## config.mk

```make
export PLATFORM = sky130hd
export DESIGN_NAME = bridge_frame_decoder
export DESIGN_NICKNAME = d
export VERILOG_FILES = /design/src/rtl/bridge_frame_decoder.sv
export SDC_FILE = /design/constraint.sdc
export NUM_CORES = 1
export LEC_CHECK = 0
export BUFFER_PORTS_ARGS = -buffer_cell sky130_fd_sc_hd__buf_2
export CELL_PAD_IN_SITES_DETAIL_PLACEMENT = 0
export CELL_PAD_IN_SITES_GLOBAL_PLACEMENT = 1
export CORE_AREA = 4 4 113 83
export DETAILED_ROUTE_END_ITERATION = 12
export DIE_AREA = 0 0 117 87
export GPL_TIMING_DRIVEN = 0
export PLACE_DENSITY_LB_ADDON = 0.1
export SYNTH_ARGS = -nofsm -noshare
export SYNTH_HDL_FRONTEND = slang
export SYNTH_SLANG_ARGS = --single-unit
```

## constraint.sdc

```tcl
create_clock -name clk -period 2.3 [get_ports clk]
set_input_delay 0.46 -clock clk [delete_from_list [all_inputs] [get_ports clk]]
set_output_delay 0.46 -clock clk [all_outputs]
set_load 0.02 [all_outputs]
```

## src/rtl/bridge_frame_decoder.sv

```systemverilog
// bridge_frame_decoder: UART bridge request frame parser with checksum and timeout (optional stats via BRIDGE_FRAME_DECODER_STATS_EN)
module bridge_frame_decoder #(
  parameter int ADDR_W = 16,
  parameter int TIMEOUT_CYCLES = 50000
) (
  input  logic              clk,
  input  logic              rstn,
  input  logic              in_valid,
  input  logic [7:0]        in_data,
  output logic              in_ready,
  output logic              req_valid,
  input  logic              req_ready,
  output logic              req_write,
  output logic [ADDR_W-1:0] req_addr,
  output logic [7:0]        req_wdata,
  output logic              err_pulse,
  output logic [1:0]        err_code
`ifdef BRIDGE_FRAME_DECODER_STATS_EN
  ,
  output logic [15:0]       stat_good,
  output logic [15:0]       stat_bad
`endif
);
  localparam int NB = ADDR_W / 8;
  localparam int CW = $clog2(NB + 1);
  localparam int TW = $clog2(TIMEOUT_CYCLES + 1);
  localparam logic [2:0] IDLE = 3'd0, ADDR = 3'd1, DATA = 3'd2, CSUM = 3'd3, ISSUE = 3'd4;
  logic [2:0] state;
  logic [ADDR_W-1:0] addr_s;
  logic [7:0] wdata_s, csum;
  logic wr;
  logic [CW-1:0] cnt;
  logic [TW-1:0] timer;
  logic accept, is_cmd, wait_st, tmo, bad_cmd, bad_sum, err;
  assign in_ready = state != ISSUE;
  assign req_valid = state == ISSUE;
  assign accept = in_valid && in_ready;
  assign is_cmd = in_data == 8'h57 || in_data == 8'h52;
  assign wait_st = state == ADDR || state == DATA || state == CSUM;
  assign tmo = wait_st && !accept && timer == TW'(TIMEOUT_CYCLES - 1);
  assign bad_cmd = state == IDLE && accept && !is_cmd;
  assign bad_sum = state == CSUM && accept && in_data != csum;
  assign err = bad_cmd || bad_sum || tmo;
  // Frame assembly; the request fields only change when a frame's checksum matches
  always_ff @(posedge clk or negedge rstn) begin
    if (!rstn) begin
      state <= IDLE;
      addr_s <= '0;
      wdata_s <= '0;
      csum <= '0;
      wr <= 1'b0;
      cnt <= '0;
      timer <= '0;
      req_write <= 1'b0;
      req_addr <= '0;
      req_wdata <= '0;
      err_pulse <= 1'b0;
      err_code <= '0;
    end else begin
      err_pulse <= err;
      if (err) err_code <= bad_cmd ? 2'd1 : bad_sum ? 2'd2 : 2'd3;
      timer <= (accept || !wait_st || tmo) ? '0 : timer + 1'b1;
      case (state)
        IDLE: if (accept && is_cmd) begin
          wr <= in_data == 8'h57;
          csum <= in_data;
          cnt <= '0;
          state <= ADDR;
        end
        ADDR: if (accept) begin
          addr_s <= (addr_s << 8) | ADDR_W'(in_data);
          csum <= csum ^ in_data;
          cnt <= cnt + 1'b1;
          if (cnt == CW'(NB - 1)) state <= wr ? DATA : CSUM;
        end
        DATA: if (accept) begin
          wdata_s <= in_data;
          csum <= csum ^ in_data;
          state <= CSUM;
        end
        CSUM: if (accept) begin
          state <= bad_sum ? IDLE : ISSUE;
          if (!bad_sum) begin
            req_write <= wr;
            req_addr <= addr_s;
            req_wdata <= wr ? wdata_s : 8'h00;
          end
        end
        ISSUE: if (req_ready) state <= IDLE;
        default: state <= IDLE;
      endcase
      if (tmo) state <= IDLE;
    end
  end
`ifdef BRIDGE_FRAME_DECODER_STATS_EN
  // Saturating counts of handshaken requests and flagged errors
  always_ff @(posedge clk or negedge rstn) begin
    if (!rstn) begin
      stat_good <= '0;
      stat_bad <= '0;
    end else begin
      if (req_valid && req_ready && stat_good != 16'hFFFF) stat_good <= stat_good + 1'b1;
      if (err && stat_bad != 16'hFFFF) stat_bad <= stat_bad + 1'b1;
    end
  end
`endif
endmodule

```

==> results of run 1 <==
==> critical path: stages <==
cell and delay (ns):
clkbuf_1 0.37, xnor2_1 0.17, nand4_1 0.23, nor3_4 0.49, buf_4 0.29, mux2_2 0.36
==> kinds of logic (layout without fill, tap and decap cells) <==
kind of cell	Yosys count	count (layout)	synth area share, %
compound gates	36	36	7.37
buf+inv	28	83	3.38
flops	82	82	55.4
simple gates	137	137	18.2
xor+xnor	22	22	5.20
fa+ha+maj	2	2	0.676
mux	33	33	9.77
==> metrics by stage <==
| stage | util [%] | power [mW] |
|---|---|---|
| final | 52.6 | 4.44 |
| after detailed placement | 49.1 | 3.08 |
| after floorplan | - | 2.77 |
| after global placement | 48.7 | 3.04 |
| after CTS | 52.6 | 4.49 |
| after global routing | 52.6 | 4.73 |
==> placed cells by master, fill, tap and decap left out, drive strengths merged, types with 3 or more instances in the layout <==
| cell type | n |
|---|---|
| nand3 | 10 |
| clkbuf | 22 |
| mux2 | 25 |
| nand4 | 5 |
| buf | 44 |
| nand2 | 74 |
| nor4 | 5 |
| mux2i | 8 |
| a21o | 7 |
| o22a | 3 |
| xor2 | 3 |
| inv | 14 |
| xnor2 | 19 |
| o21ai | 4 |
| a21boi | 4 |
| a21oi | 6 |
| dfrtp | 82 |
| nor2 | 22 |
| o221a | 5 |
| nor3 | 4 |
==> power groups by stage <==
| stage | Sequential, mW | Clock, mW | Combinational (mW) |
|---|---|---|---|
| after floorplan | 2.10 | 0 | 0.666 |
| after global placement | 2.07 | 0 | 0.978 |
| after detailed placement | 2.08 | 0 | 1.00 |
| after CTS | 2.05 | 1.43 | 1.01 |
| after global routing | 2.11 | 1.49 | 1.13 |
| final | 2.05 | 1.39 | 0.992 |
==> per-layer routing <==
metal  vias to the layer above  share of wire (%)  track usage [%]  wire length [um]
met1                      1275                 53             25.9              4020
met2                        51                 41             22.5              3120
li1                       1254                  -                -                 -
met5                         -                  0                0                 0
met3                         5                4.6             5.28               347
met4                         0               0.65             4.90                49
==> worst max-delay path by stage <==
| stage | start | end | slack (ns) | cells after the start |
|---|---|---|---|---|
| finish | in_data[2] | req_addr[11] | 0.14 | 6 |
| global route | in_data[0] | req_addr[12] | 0.02 | 6 |
| CTS | state[2] | req_addr[11] | 0.09 | 5 |
| detailed placement | in_data[2] | req_addr[11] | -0.20 | 6 |
| global placement | in_data[2] | req_addr[6] | -0.22 | 6 |
| floorplan | in_data[2] | req_addr[10] | 0.26 | 6 |
==> synthesized netlist by cell type (2+ instances only) <==
master	count
a21oi_1	6
o21bai_1	2
xor2_1	3
o21ai_0	4
clkbuf_1	10
ha_1	2
nor3_1	3
nand2_1	74
a21boi_0	2
a21o_1	6
or4_4	2
mux2_2	25
a21boi_1	2
dfrtp_1	82
nand3_1	9
buf_6	2
nor2b_1	2
inv_1	14
xnor2_1	19
or3_1	2
nand4b_1	2
nor2_1	22
mux2i_1	8
o221a_2	5
nand4_1	5
o22a_1	3
nor4_1	4
==> sequential cells by signal (all words and copies together) (netlist names) <==
name / count
addr_s: 16
cnt: 2
csum: 8
err_code: 2
err_pulse: 1
req_addr: 16
req_wdata: 8
req_write: 1
state: 3
timer: 16
wdata_s: 8
wr: 1
==> area by class of cell <==
class                           instances  area [um^2]
Clock inverter                          3         40.0
Inverter                               14         52.6
Sequential cell                        82         2050
Tap cell                              105          131
Timing Repair Buffer                   40          225
Clock buffer                           12          246
Buffer                                 14         72.6
Fill cell                             779         3920
Multi-Input combinational cell        230         1530
==> key figures, run 1 <==
Timing
  – Setup_tns: 0 ns
  – RSZ-0062 raised after global routing: false
  – Worst hold slack: between 0.09 and 0.1 ns
  – Final hold viol count: 0
  – Fmax: roughly 0.46 GHz
  – Number of endpoints failing setup at the final stage: 0
  – Final WS setup: 0.137 ns
  – Worst slew pin tran: a little under 0.8 ns
  – Pins Over Slew Limit: 0
  – Slew headroom: 46.9%
  – Final min period: 2.16 ns
  – Period utilisation layout: 94.1%
  – Worst clock skew: 0.00411 ns

Die
  – Num rows: 28
  – Die height: 87 um
  – Core area: roughly 8300 um^2
  – Initial Util: roughly 45%
  – Die ar.: 10200 um^2
  – Die W: 117 um
  – Ports: 42

Logic synthesis
  – Post-synth EDFFs: 0
  – FF+latch count, synth: 82
  – Post-synth net total: 354
  – Top post-synthesis cells by area: dfrtp_1 55%, mux2_2 7.6%, nand2_1 7.5%
  – Synth area leader: dfrtp_1
  – Post-synthesis sequential area ratio: 55.4%
  – Yosys warns: 0
  – Syn Inst Count: 340
  – Syn_area_per_cell: 10.9 um^2
  – Top cell type's share of synthesized area: 55.4%
  – Distinct cell type count after synthesis: 47
  – Synthesized cell area: 3700 um^2
  – Post-synth ARST share: 100%
  – Top FF cell, synth: dfrtp_1

GRT
  – Vias in the first global route: 2591
  – Pin count of the biggest net entering global routing: 47
  – GRT Total Usage: around 17%
  – First-pass GRT wire length: 13.2 mm
  – Congestion Overflow GR: 0
  – Initial antenna violation count: 0

Power
  – Peak VDD IR: approximately 0.00053 V
  – Total leakage power: about 2 nW
  – Clock share of power: 31.3%
  – Int Power: between 3 and 4 mW
  – Net Sw Frac: 29.8%
  – Combinational share of power: 22.4%
  – Power per Cell Area: 1020 nW/um^2
  – Switching power: between 1 and 1.5 mW
  – Reg power frac: a little under half

Placed design
  – IO buf count: 39
  – Detailed placer's ending HPWL: 5.31 mm
  – RePlAce Congestion: around 0.8
  – Area after DPL: 4060 um^2
  – Dpl cells: about 490
  – Setup WS pre-CTS: -0.197 ns

Worst setup path
  – Critical Path Source Type: input pin
  – Crit Path Category: in2reg
  – Worst r2r src: state[2]
  – Max FO, Critical Path: 10
  – Minimum setup slack among reg-to-reg paths: 0.19 ns
  – FF-to-FF End: req_addr[11]
  – Critical Path AT: 2.38 ns
  – Reg2Reg Depth: 5
  – Required @ worst endpoint: about 2.5 ns
  – CP endpoint kind: register

Finish
  – Final #Nets: 405
  – Final instance area: 4350 um^2
  – Syn-to-layout area delta: 17.4%
  – ANT cells: 0
  – Layout cells sized above 1: 24.3%
  – Final std cells w/o fill: 500

CTS
  – CTS Buf Count: 9
  – Post-CTS setup buffers: 0
  – Clock H-tree levels: 3
  – Root Driver: clkbuf_16
  – Worst skew pair latency: 0.33 ns
  – PostCTS Resize Cnt: 0
  – Cts hold-fix bufs: 0
  – Clk sink count: 82
  – Clk buf depth: 2
  – Clk pin slew, worst setup/hold paths: 0.06 ns
  – CTS tree: built

Min path
  – Hold WC Path Type: in2async

Detailed routing
  – Final ANT Viol Nets: 0
  – Post-route DRC violation count: 0
  – Drt first pass iters: 4
  – Via density: 5.17
  – DR iter-0 viols: 138
  – DR WL/cell: 15.1 um
  – DR vias: ~2600
  – Total Wirelength: around 7.5 mm

Status
  – Outcome: completed

Flow run
  – Max-cap viol count: 0
Note: power is estimated with default switching activity, not from simulation.
==> run 2, diff against run 1 <==
PLACE_DENSITY = 0.85   (was default)
PLACE_DENSITY_LB_ADDON = default   (was 0.1)
==> run 2 against run 1 <==
Against the previous run: final cell count increased by 0.40%; clock power increased by 4%; worst setup slack got worse by 0.0054 ns; fmax decreased by 0.25%; sequential cell count unchanged; register-to-register slack got worse by 0.06 ns; clock-buffer cell count decreased by 1; critical path depth decreased by 1; die area unchanged; sequential share of layout area decreased by 0.31 points; combinational power about the same; final area increased by 0.66%.
==> key figures, run 2 (same netlist as run 1, synthesis figures left out) <==
Finish
  – Syn-to-layout area delta: 18.1%
  – Commonest non-fill, non-tap cell in the layout: dfrtp_1
  – Largest registers: addr_s (16), req_addr (16), timer (16)
  – Commonest non-fill, non-tap cells in the layout: 82 x dfrtp_1, 74 x nand2_1, 39 x buf_2, 25 x mux2_2, 22 x nor2_1
  – Final #Nets: 406
  – ANT cells: 0
  – Final std cells w/o fill: 502
  – Layout cells sized above 1: about a quarter
  – Filler Cell Count: 741

GRT
  – First-pass GRT wire length: ~13 mm
  – Vias in the first global route: 2699
  – Pin count of the biggest net entering global routing: 68
  – Congestion Overflow GR: 0
  – Initial antenna violation count: 0
  – GRT Total Usage: 16.6%

Placed design
  – IO buf count: 39
  – Setup WS pre-CTS: -0.213 ns
  – Detailed placer's ending HPWL: 5.43 mm
  – Dpl cells: 485
  – RePlAce Congestion: just over 0.8

Die
  – Core area: a little over 8000 um^2
  – Die W: about 120 um
  – Initial Util: 44.8%
  – Num rows: 28
  – Ports: 42
  – Die ar.: 10200 um^2
  – Die height: 87 um

Detailed routing
  – DR iter-0 viols: 120
  – Total Wirelength: 7.61 mm
  – DR WL/cell: 15.2 um
  – Drt first pass iters: 4
  – Post-route DRC violation count: 0
  – Final ANT Viol Nets: 0
  – DR vias: roughly 2600
  – Via density: 5.18

Timing
  – Final min period: 2.17 ns
  – Pins Over Slew Limit: 0
  – Final hold viol count: 0
  – Fmax: 0.461 GHz
  – Worst slew pin tran: 0.703 ns
  – Slew headroom: 53.0%
  – Period utilisation layout: 94.3%
  – Worst clock skew: 0.00700 ns
  – Number of endpoints failing setup at the final stage: 0
  – RSZ-0062 raised after global routing: false
  – Final WS setup: around 0.13 ns
  – Worst hold slack: 0.316 ns

CTS
  – Clk pin slew, worst setup/hold paths: 0.06 ns
  – CTS Buf Count: 9
  – PostCTS Resize Cnt: 0
  – Clk sink count: 82
  – Root Driver: clkbuf_16
  – Post-CTS setup buffers: 0
  – CTS tree: built
  – Cts hold-fix bufs: 1
  – Clk buf depth: 2
  – Worst skew pair latency: 0.34 ns
  – Clock H-tree levels: 3

Power
  – Power per Cell Area: 1030 nW/um^2
  – Peak VDD IR: 0.000592 V
  – Total leakage power: 2.06 nW

Min path
  – Hold path depth: 2
  – Hold WC Path Type: in2reg
  – Hold Startpoint: req_ready

Worst setup path
  – Crit Path Category: reg2reg
  – Critical Path AT: 2.38 ns
  – Worst r2r src: state[2]
  – Minimum setup slack among reg-to-reg paths: ~0.13 ns
  – Required @ worst endpoint: 2.51 ns
  – Crit path launch: state[2]
  – Critical Path Source Type: register
  – Max FO, Critical Path: 10
  – CP endpoint kind: register
  – Reg2Reg Depth: 5

Status
  – Outcome: completed

Flow run
  – Max-cap viol count: 0
## run 2: worst max-delay path, cell delays in order (launching register included)
cell and delay (ns):
dfrtp_1 0.46, and2b_1 0.30, nand3_1 0.15, nor3_4 0.49, buf_4 0.29, mux2_2 0.36
## run 2: worst paths after layout
check / end
setup / recovery: req_addr[6]
hold / removal: state[2]
setup reg to reg: req_addr[6]
hold reg to reg: addr_s[9]
max in group asynchronous: err_pulse
min in group asynchronous: req_addr[4]
## run 2: report_power, final
part           internal, mW  switching, mW  leakage, nW  total (mW)
Sequential             1.81          0.247         1.04        2.06
Combinational         0.443          0.564        0.874        1.01
Clock                 0.894          0.560        0.151        1.45
Total                  3.15           1.37         2.06        4.52
## run 2: area by class of cell
cell class	instances	area, um^2	area share (%)
clock buffers	11	253	5.78
well taps	105	131	3.00
flip-flops and latches	82	2050	46.9
inverters	14	52.6	1.20
clock inverters	5	52.6	1.20
plain buffers	14	72.6	1.66
multi-input cells	230	1530	34.9
repair buffers	41	235	5.38
## run 2: per-stage QoR
step	area, um^2	util (%)	TNS [ns]	power, mW
after global routing	4370	52.9	0	4.80
after detailed placement	4060	49.1	-2.12	3.10
after CTS	4370	52.9	0	4.57
final	4370	52.9	0	4.52
after global placement	4030	48.7	-1.64	3.03
after floorplan	3700	-	0	2.77
## run 2: metal layers
layer	global-route usage (%)	part of all wire, %	vias to the layer above
li1	-	-	1259
met1	23.4	50	1293
met2	24.8	44	40
met3	5.00	4.3	10
met4	5.42	1.4	0
met5	0	0	-
==> run 3, diff against run 2 <==
CORE_AREA = 2 2 111 81   (was 4 4 113 83)
DIE_AREA = 0 0 113 83   (was 0 0 117 87)
==> run 3 against run 2 <==
Against the previous run: power is 1.2% lower; worst setup slack better by 0.032 ns; clock-buffer cell count is 1 higher; via count is 1.5% higher; final cell count is 0.40% lower; final area is 0.66% lower.
==> key figures, run 3 (same netlist as run 1, synthesis figures left out) <==
Detailed routing
  – Post-route DRC violation count: 0
  – Final ANT Viol Nets: 0
  – DR WL/cell: 15.0 um
  – DR vias: 2640
  – DR iter-0 viols: 85
  – Drt first pass iters: 4
  – Via density: between 5 and 6
  – Total Wirelength: 7.50 mm

GRT
  – Congestion Overflow GR: 0
  – Pin count of the biggest net entering global routing: 55
  – Initial antenna violation count: 0
  – First-pass GRT wire length: 12.9 mm
  – GRT Total Usage: between 10% and 20%
  – Vias in the first global route: 2571

Timing
  – Worst clock skew: 0.00533 ns
  – Slew headroom: between 50% and 60%
  – Number of endpoints failing setup at the final stage: 0
  – Period utilisation layout: between 90% and 100%
  – Fmax: 0.468 GHz
  – Final hold viol count: 0
  – Setup_tns: 0 ns
  – Final WS setup: 0.163 ns
  – RSZ-0062 raised after global routing: false
  – Worst hold slack: ~0.041 ns
  – Pins Over Slew Limit: 0
  – Final min period: 2.14 ns
  – Worst slew pin tran: 0.696 ns

Die
  – Die W: 113 um
  – Num rows: 28
  – Ports: 42
  – Initial Util: 44.8%
  – Die ar.: 9380 um^2
  – Core area: ~8300 um^2
  – Die height: 83 um

Placed design
  – Area after DPL: 4060 um^2
  – RePlAce Congestion: 0.780
  – Detailed placer's ending HPWL: 5.22 mm
  – IO buf count: 39
  – Dpl cells: 485
  – Setup WS pre-CTS: -0.139 ns

Power
  – Net Sw Frac: 30.3%
  – Clock share of power: 31.4%
  – Reg power frac: 46.2%
  – Peak VDD IR: 0.000523 V
  – Combinational share of power: 22.4%
  – Total leakage power: 2.05 nW
  – Power per Cell Area: 1030 nW/um^2
  – Int Power: 3.11 mW
  – Switching power: 1.35 mW

CTS
  – Clk pin slew, worst setup/hold paths: 0.06 ns
  – Clock H-tree levels: 3
  – Cts hold-fix bufs: 0
  – Worst skew pair latency: ~0.34 ns
  – CTS tree: built
  – Clk sink count: 82
  – PostCTS Resize Cnt: 0
  – CTS Buf Count: 9
  – Root Driver: clkbuf_16
  – Clk buf depth: 2
  – Post-CTS setup buffers: 0

Finish
  – ANT cells: 0
  – Largest registers: addr_s (16), req_addr (16), timer (16)
  – Layout cells sized above 1: 24.3%
  – Commonest non-fill, non-tap cell in the layout: dfrtp_1
  – Multi-input gate area: 1530 um^2
  – Filler Cell Count: 748
  – Final std cells w/o fill: 500
  – Final instance area: 4350 um^2
  – Commonest non-fill, non-tap cells in the layout: 82 x dfrtp_1, 74 x nand2_1, 39 x buf_2, 25 x mux2_2, 22 x nor2_1
  – Syn-to-layout area delta: 17.4%
  – Register area: about 2100 um^2
  – Final #Nets: 405

Worst setup path
  – Required @ worst endpoint: 2.52 ns
  – Max FO, Critical Path: 10
  – Critical Path Source Type: register
  – CP endpoint kind: register
  – Crit Path Category: reg2reg
  – Critical Path AT: 2.36 ns

Flow run
  – Max-cap viol count: 0

Min path
  – Hold WC Path Type: in2async

Status
  – Outcome: completed
[run 3: cell types whose count changed in the layout (fill, tap and decap cells not counted)]
| cell | change |
|---|---|
| clkbuf_1 | +2 |
| clkbuf_8 | -1 |
| dlygate4sd3_1 | -1 |
| clkinv_2 | -1 |
| clkinvlp_4 | -1 |
[run 3: path summary, 6_finish.rpt]
kind                       depth (start not counted)        from  slack, ns           end
setup reg to reg                                   5    state[2]       0.16   req_addr[9]
hold reg to reg                                    2  addr_s[12]       0.47    addr_s[12]
min in group clk                                   2   req_ready       0.31      state[2]
setup / recovery                                   5    state[2]       0.16   req_addr[9]
max in group asynchronous                          2        rstn       1.67   err_code[0]
hold / removal                                     1        rstn       0.04  req_wdata[4]
[run 3: power by group through the flow]
| stage | sequential [mW] | clock [mW] | combinational (mW) |
|---|---|---|---|
| floorplan | 2.10 | 0 | 0.666 |
| global placement | 2.06 | 0 | 0.964 |
| detailed placement | 2.08 | 0 | 1.00 |
| CTS | 2.06 | 1.43 | 1.01 |
| global route | 2.11 | 1.49 | 1.13 |
| finish | 2.06 | 1.40 | 1.00 |
[run 3: layer usage]
metal	share of wire, %	global-route usage [%]	vias to the layer above
met5	0	0	-
met3	4.2	5.99	6
met2	45	25.1	41
met1	50	24.9	1328
met4	0.93	4.32	0
li1	-	-	1265
[run 3: cell type report]
| type | instances | share of cell area (%) |
|---|---|---|
| Clock inverter | 3 | 0.921 |
| Clock buffer | 12 | 5.67 |
| Tap cell | 105 | 3.02 |
| Sequential cell | 82 | 47.2 |
| Inverter | 14 | 1.21 |
| Multi-Input combinational cell | 230 | 35.1 |
| Buffer | 14 | 1.67 |
| Timing Repair Buffer | 40 | 5.18 |
[run 3: critical path: stages, from the launching register on]
cell and delay (ns):
dfrtp_1 0.46, and2b_1 0.30, nand3_1 0.15, nor3_4 0.47
buf_4 0.28, mux2_2 0.36
[run 3: stage by stage]
step / power (mW) / utilization [%]
final: 4.46 / 52.6
after global routing: 4.73 / 52.6
after CTS: 4.50 / 52.6
after detailed placement: 3.08 / 49.1
after global placement: 3.03 / 48.7
after floorplan: 2.77 / -
